==> src/rtl/bcd_pkg.sv <==
`default_nettype none
// ============================================================================
//  Module   : bcd_pkg
//  Purpose  : Shared constants and helpers for the packed-BCD counter.
//             Digit limits, a nibble validity test and a width helper
//             for counters built from DIGITS packed BCD digits.
//  Ports    : none (package)
//  Revision : 1.0  initial release
// ============================================================================
package bcd_pkg;

  localparam logic [3:0] BCD_MAX    = 4'd9;
  localparam logic [3:0] BCD_MIN    = 4'd0;
  localparam int         DIGITS_MAX = 8;

  // True when the nibble is a legal decimal digit (0..9).
  function automatic logic is_bcd(input logic [3:0] nibble);
    return (nibble <= BCD_MAX);
  endfunction

  // Packed width of a counter holding the given number of digits.
  function automatic int count_width(input int digits);
    return 4 * digits;
  endfunction

endpackage : bcd_pkg
`default_nettype wire

==> src/rtl/bcd_digit_step.sv <==
`default_nettype none
// ============================================================================
//  Module   : bcd_digit_step
//  Purpose  : Combinational single-digit BCD incrementer/decrementer.
//             With cin low the digit passes through unchanged.
//  Ports    : digit      in  4  current BCD digit
//             up         in  1  1 = increment, 0 = decrement
//             cin        in  1  step request from the lower digit
//             next_digit out 4  digit value after the step
//             cout       out 1  carry/borrow into the next digit
//  Revision : 1.0  initial release
// ============================================================================
module bcd_digit_step
  import bcd_pkg::*;
(
  input  logic [3:0] digit,
  input  logic       up,
  input  logic       cin,
  output logic [3:0] next_digit,
  output logic       cout
);

  always_comb begin
    next_digit = digit;
    cout       = 1'b0;
    if (cin) begin
      if (up) begin
        // The >= also folds any illegal nibble back to zero.
        if (digit >= BCD_MAX) begin
          next_digit = BCD_MIN;
          cout       = 1'b1;
        end else begin
          next_digit = digit + 4'd1;
        end
      end else begin
        if (digit == BCD_MIN) begin
          next_digit = BCD_MAX;
          cout       = 1'b1;
        end else if (digit > BCD_MAX) begin
          next_digit = BCD_MAX;
        end else begin
          next_digit = digit - 4'd1;
        end
      end
    end
  end

endmodule : bcd_digit_step
`default_nettype wire

==> src/rtl/bcd_counter_n.sv <==
`default_nettype none
// ============================================================================
//  Module   : bcd_counter_n
//  Purpose  : N-digit packed-BCD up/down counter with synchronous load,
//             wrap or saturate at the limits, and registered carry/error
//             pulses. Digit i lives in count[4*i+3:4*i].
//  Ports    : clk       in  1         rising-edge clock
//             rst_n     in  1         synchronous active-low reset
//             en        in  1         count enable (when STEP_EN=1)
//             up        in  1         1 = increment, 0 = decrement
//             load      in  1         synchronous load request
//             load_val  in  4*DIGITS  packed BCD value to load
//             count     out 4*DIGITS  registered count
//             carry     out 1         pulse on wrap/saturate event
//             err       out 1         pulse when a load is rejected
//             at_max    out 1         count is all 9s
//             at_min    out 1         count is all 0s
//  Revision : 1.0  initial release
// ============================================================================
module bcd_counter_n
  import bcd_pkg::*;
#(
  parameter int DIGITS  = 3,
  parameter int WRAP    = 1,
  parameter int STEP_EN = 1
) (
  input  logic                  clk,
  input  logic                  rst_n,
  input  logic                  en,
  input  logic                  up,
  input  logic                  load,
  input  logic [4*DIGITS-1:0]   load_val,
  output logic [4*DIGITS-1:0]   count,
  output logic                  carry,
  output logic                  err,
  output logic                  at_max,
  output logic                  at_min
);

  localparam int   c_W         = count_width(DIGITS);
  localparam logic c_FREE_RUN  = (STEP_EN == 0);
  localparam logic c_WRAP      = (WRAP != 0);
  localparam logic [c_W-1:0] c_ALL_MAX = {DIGITS{BCD_MAX}};
  localparam logic [c_W-1:0] c_ALL_MIN = {DIGITS{BCD_MIN}};

  logic [c_W-1:0] r_count;
  logic           r_carry;
  logic           r_err;

  logic           w_step;
  logic           w_load_ok;
  logic           w_limit;
  logic [c_W-1:0] w_next;
  logic [DIGITS:0] w_cin;

  // Load has priority, so a step only happens with load low.
  assign w_step   = ~load & (en | c_FREE_RUN);
  assign w_cin[0] = w_step;
  // Ripple out of the top digit means every digit was at its limit.
  assign w_limit  = w_cin[DIGITS];

  genvar gi;
  generate
    for (gi = 0; gi < DIGITS; gi++) begin : g_digit
      bcd_digit_step u_step (
        .digit      (r_count[4*gi +: 4]),
        .up         (up),
        .cin        (w_cin[gi]),
        .next_digit (w_next[4*gi +: 4]),
        .cout       (w_cin[gi+1])
      );
    end
  endgenerate

  always_comb begin
    w_load_ok = 1'b1;
    for (int d = 0; d < DIGITS; d++) begin
      w_load_ok = w_load_ok & is_bcd(load_val[4*d +: 4]);
    end
  end

  always_ff @(posedge clk) begin
    if (!rst_n) begin
      r_count <= c_ALL_MIN;
      r_carry <= 1'b0;
      r_err   <= 1'b0;
    end else begin
      r_carry <= 1'b0;
      r_err   <= 1'b0;
      if (load) begin
        // A rejected load leaves the count untouched so it stays BCD.
        if (w_load_ok) begin
          r_count <= load_val;
        end else begin
          r_err   <= 1'b1;
        end
      end else if (w_step) begin
        r_carry <= w_limit;
        // In saturate mode the limit event holds the count in place.
        if (!w_limit || c_WRAP) begin
          r_count <= w_next;
        end
      end
    end
  end

  assign count  = r_count;
  assign carry  = r_carry;
  assign err    = r_err;
  assign at_max = (r_count == c_ALL_MAX);
  assign at_min = (r_count == c_ALL_MIN);

endmodule : bcd_counter_n
`default_nettype wire
==> config.mk <==
export PLATFORM = sky130hd
export DESIGN_NAME = bcd_counter_n
export DESIGN_NICKNAME = d
export VERILOG_FILES = /design/src/rtl/bcd_pkg.sv /design/src/rtl/bcd_digit_step.sv /design/src/rtl/bcd_counter_n.sv
export SDC_FILE = /design/constraint.sdc
export NUM_CORES = 1
export LEC_CHECK = 0
export ABC_AREA = 1
export CAP_MARGIN = 30
export CELL_PAD_IN_SITES_DETAIL_PLACEMENT = 0
export CELL_PAD_IN_SITES_GLOBAL_PLACEMENT = 1
export CORE_UTILIZATION = 30
export CTS_CLUSTER_SIZE = 28
export DETAILED_ROUTE_END_ITERATION = 8
export GPL_TIMING_DRIVEN = 0
export HOLD_SLACK_MARGIN = 0.08
export PLACE_DENSITY_LB_ADDON = 0.1
export SLEW_MARGIN = 10
export SYNTH_ARGS = -nofsm -noshare
export SYNTH_HDL_FRONTEND = slang
export SYNTH_SLANG_ARGS = --single-unit
==> constraint.sdc <==
create_clock -name clk -period 2.7 [get_ports clk]
set_input_delay 0.27 -clock clk [delete_from_list [all_inputs] [get_ports clk]]
set_output_delay 0.27 -clock clk [all_outputs]
set_load 0.01 [all_outputs]
==> metrics.md <==
| Metric | Value |
|---|---|
| Power, Total | 0.000813 W |
| Setup_tns | 0 ns |
| Core area | about 5000 µm² |
| Compound-Gate Fraction of Synth Area | around an eighth |
| WL/cell | between 10 and 15 µm |
| Mapped Cells | 231 |
| Total CTS buffers | 3 |
| Vias in the first global route | ~1,300 |
| Clk Latency, worst-skew pair | ~0.25 ns |
| FFs w/ async S/R, synth | 0% |
| Synthesized area per cell | 6.82 µm² |
| Synthesized Nets | 260 |
| VDD IR max | 0.174 mV |
| Mux contribution to synthesized area | 0% |
| Placer congestion estimate | 0.797 |
| Synth area leaders | dfxtp_1 18%, nand2_1 13%, ha_1 9.5% |
| IO Pins | 33 |
| R2r startpoint | count[4] |
| Setup ws final | between 0.5 and 0.6 ns |
| Post-synth EDFFs | 0 |
| Hold path startpoint | load |
| Worst slack at placement | between 0.8 and 0.9 ns |
| Worst-Margin Slew | approximately 0.48 ns |
| Root buffer cell | clkbuf_8 |
| Via count | around 1,500 |
| Commonest cells in the synthesized netlist | 53 x nand2_1, 26 x nand3_1, 14 x a21oi_1, 14 x dfxtp_1, 14 x inv_1 |
| Post-route ant nets | 0 |
| # rows | 26 |
| Synthesis Warnings | 0 |
| Dpl cells | between 300 and 400 |
| WP data arrival | approximately 1.9 ns |
| Max incr delay on CP | between 0.5 and 0.6 ns |
| Antenna fix cells | 0 |
| Number of non-filler instances in the completed layout | between 300 and 400 |
| Final core occ | 39.6% |
| Sequential area share after synthesis | between 10% and 20% |
| Synthesized flop and latch total | 14 |
| Cell area after synthesis | ~1600 µm² |
| CP max FO | 8 |
| Critical Path Start | count[0] |
| Post-route minimum period | ~2.1 ns |
| DRT iter0 DRCs | 65 |
| Adder-Cell Fraction of Synth Area | about a tenth |
| WL met1 | between 2 and 2.5 mm |
| Leakage dissipation | 0.890 nW |
| Slew headroom | 67.7% |
| Synth unique cells | 34 |
| Pins Over Slew Limit | 0 |
| WL met3 | ~160 µm |
| Total grt overflow | 0 |
| CP Cell Sequence | ha_1 > nand3_2 > nor3_1 > clkdlybuf4s50_1 |
| Max Used Layer | met4 |
| Initial antenna violation count | 0 |
| CTS Hold Bufs | 0 |
| Full die area | 5540 µm² |
| Main combinational cell family by area after synthesis | simple AND/OR/NAND/NOR gates |
| Final setup violating endpoints | 0 |
| Via density | 4.63 |
| Maximum buffer depth of the clock tree | 2 |
| Post-synthesis xor/xnor area fraction | 3.34% |
| DP Wirelength | 3.29 mm |
| Worst Setup Start Kind | flip-flop |
| Initial Util | 31.0% |
| Nets | roughly 300 |
| Outcome | completed |
| Fmax | between 400 and 500 MHz |
| Top_reg_cell synth | dfxtp_1 |
| Final Hold Viols | 0 |
| Final wirelength | roughly 4.1 mm |
| Post CTS Setup Buffer Count | 0 |
| Met2 wire length | between 1.5 and 2 mm |
| Reg clk slew, reported paths | around 0.070 ns |
| Power Dens Cells | 405 nW/µm² |
| CTS H-tree lvls | 1 |
| GRT Util Overall | between 10% and 20% |
| WP data required | 2.43 ns |
| Buffers on Ports | 29 |
| Residual DRC | 0 |
| Crit-path slowest cell | clkdlybuf4s50_1 |
| Total of max-cap violations | 0 |
| Top cell type's share of synthesized area | 17.8% |
| Final clock period utilization by the worst path | around four fifths |
| DIE WIDTH | approximately 74 µm |
| CTS tree | built |
| HP Class | in2reg |
| Chip height | 74.5 µm |
| Setup Skew | approximately 0.007 ns |
| Unrepaired setup endpoints after global routing | no |
| First-pass GRT wire length | about 6.5 mm |
| DRT Pass-1 Iters | 4 |
| Critical Path End Type | output port |
| Layout cells sized above 1 | between 20% and 30% |
| Most common cell in the netlist | nand2_1 |
| # clock sinks | 14 |
| CP Class | reg2out |
| Area growth, synth to finish | 27.5% |
| Largest net degree at the start of global routing | 11 |
| Post-cts sizing count | 0 |
| Post-synth top area cell | dfxtp_1 |
| Simple-gate portion of the synthesized area | 46.4% |
-- layout by cell type, fill, tap and decap left out, drive strengths merged, types with 2 or more instances in the layout --
cell	count
dfxtp	14
buf	6
nor2	18
nand4	5
xnor2	2
xor2	4
ha	12
o21ai	13
nand2	67
nand3	35
clkdlybuf4s50	29
nor3	2
or2	3
clkbuf	6
nand3b	2
inv	24
a21oi	18
-- cell type report --
class                           instances  area, µm²
Tap cell                               70       87.6
Timing Repair Buffer                   29        290
Inverter                               24        103
Clock buffer                            4       55.1
Fill cell                             587       3070
Buffer                                  8       67.6
Multi-Input combinational cell        185       1120
Sequential cell                        14        280
-- sequential cells by signal, summed over array words and instances, names as in the netlist --
name / flops
count: 12
carry: 1
err: 1
-- worst max-delay path: cells and delay by family (launching register included) --
| family | cells | cell delay, ns |
|---|---|---|
| flops | 1 | 0.47 |
| buf+inv | 1 | 0.56 |
| fa+ha+maj | 1 | 0.24 |
| simple gates | 2 | 0.35 |
-- where the power goes --
| part | total [W] | internal (W) | leakage, nW | switching (W) |
|---|---|---|---|---|
| Combinational | 0.000349 | 0.000156 | 0.746 | 0.000193 |
| Clock | 0.000216 | 0.000129 | 0.0288 | 0.0000862 |
| Sequential | 0.000249 | 0.000223 | 0.115 | 0.0000264 |
| Total | 0.000813 | 0.000508 | 0.890 | 0.000305 |
-- per-stage QoR --
step / area [µm²] / hold WS [ns]
after floorplan: 1580 / 0.469
after global placement: 1950 / 0.576
after detailed placement: 1950 / 0.570
after CTS: 2010 / 0.310
after global routing: 2010 / 0.309
final: 2010 / 0.311
-- final timing paths --
path | end | slack, ns | depth (start not counted)
min | err | 0.31 | 3
min reg2reg | count[3] | 0.58 | 2
max reg2reg | count[9] | 0.89 | 10
max | at_max | 0.56 | 4
-- routing by layer --
metal | global-route usage (%) | vias up
met1 | 22.4 | 691
met5 | 0 | -
met2 | 24.3 | 31
li1 | - | 823
met4 | 3.77 | 0
met3 | 1.90 | 2
-- kinds of logic after synthesis --
| logic type | after synthesis |
|---|---|
| compound gates | 33 |
| xor+xnor | 6 |
| fa+ha+maj | 12 |
| buf+inv | 32 |
| flops | 14 |
| simple gates | 134 |
(Power assumes the default switching activity.)
==> variant (same settings) <==
Set the parameter `DIGITS` to 2 (it was 3).
--- a/src/rtl/bcd_counter_n.sv
+++ b/src/rtl/bcd_counter_n.sv
@@ -21,5 +21,5 @@
   import bcd_pkg::*;
 #(
-  parameter int DIGITS  = 3,
+  parameter int DIGITS  = 2,
   parameter int WRAP    = 1,
   parameter int STEP_EN = 1
Ports: changed (resized count and load_val); port bits go from 33 to 25. The function was not compared with the original's and may differ.
==> variant against the original RTL <==
  * The flow now finishes with violations (design-rule violations)
  * Wire length down 44%
  * Area after synthesis decreased by 41%
  * Worst setup slack better by 0.038 ns
  * Synthesized cell count is 37% lower
  * Final area down 38%
  * Power is 32% lower
  * Non-clock buffer count down 11
  * Critical path type unchanged
  * Critical path depth is 1 higher
  * Sequential cell count fell by 4
==> variant: results <==
{
  "outcome": "complete, but fails checks",
  "violations": "design-rule violations",
  "first_pass_iters": 6,
  "irDropWorstVdd_uv": 328,
  "synth_compound_area_share_pct": 14.4,
  "cp_max_fo": 7,
  "synth_nets": 166,
  "n_fill_cell": 311,
  "worst_pin_slew_ns": 0.348,
  "arrival_ns": 1.83,
  "hold_path_depth": 2,
  "slowest_delay_ns": 0.54,
  "drt_iter0_drc": 25,
  "clkPwrFrac_pct": 25.3,
  "dr_total_vias": 1005,
  "gr-usage-met2_pct": 22.8,
  "post-dp-hpwl_um": 1880,
  "r2r_start": "count[0]",
  "track_usage_pct": 15.0,
  "drc": 2,
  "synth_common_cells": "nand2_1, nand3_1, inv_1, o21ai_0, dfxtp_1",
  "gp_congestion": 0.750,
  "grt_pass1_wl_um": 3950,
  "wire_per_inst_um": 11.4,
  "fin_skew_ns": 0.00928,
  "ys_seq_area_share_pct": 21.4,
  "yosys.cell_types.count": 25,
  "r2r_setup_slack_ns": 0.91,
  "leakage_nw": 0.566,
  "synth_area_per_cell_um2": 6.46,
  "dpl.cell_count": 200,
  "synthAdderAreaFrac_pct": 10.7,
  "holdWs_ns": 0.603,
  "use_met3_pct": 2.01,
  "via_per_inst": 4.93,
  "synthXorXnorAreaFrac_pct": 3.74
}
## variant: changes by cell type after synthesis, moves of 5 or more
cell / delta
a21oi_1: -5
inv_2: -5
nand2_1: -12
nand2_2: -11
nand3_1: -7
nor2_1: -5
o21ai_0: +6
o21ai_1: -8
## variant: how the worst max path moves through the flow
stage | to | slack, ns | depth (start not counted)
after floorplan | count[5] | 1.15 | 10
after global placement | at_min | 0.91 | 5
after detailed placement | at_min | 0.89 | 5
after CTS | at_min | 0.59 | 5
after global routing | at_min | 0.46 | 5
final | at_min | 0.60 | 5
## variant: layout make-up
cell class / instances / area (um^2) / area share, %
multi-input combinational: 120 / 663 / 52.9
buffer: 2 / 22.5 / 1.80
tap: 31 / 38.8 / 3.10
timing repair buffer: 24 / 240 / 19.2
sequential: 10 / 200 / 16.0
clock buffer: 4 / 36.3 / 2.90
inverter: 13 / 51.3 / 4.10
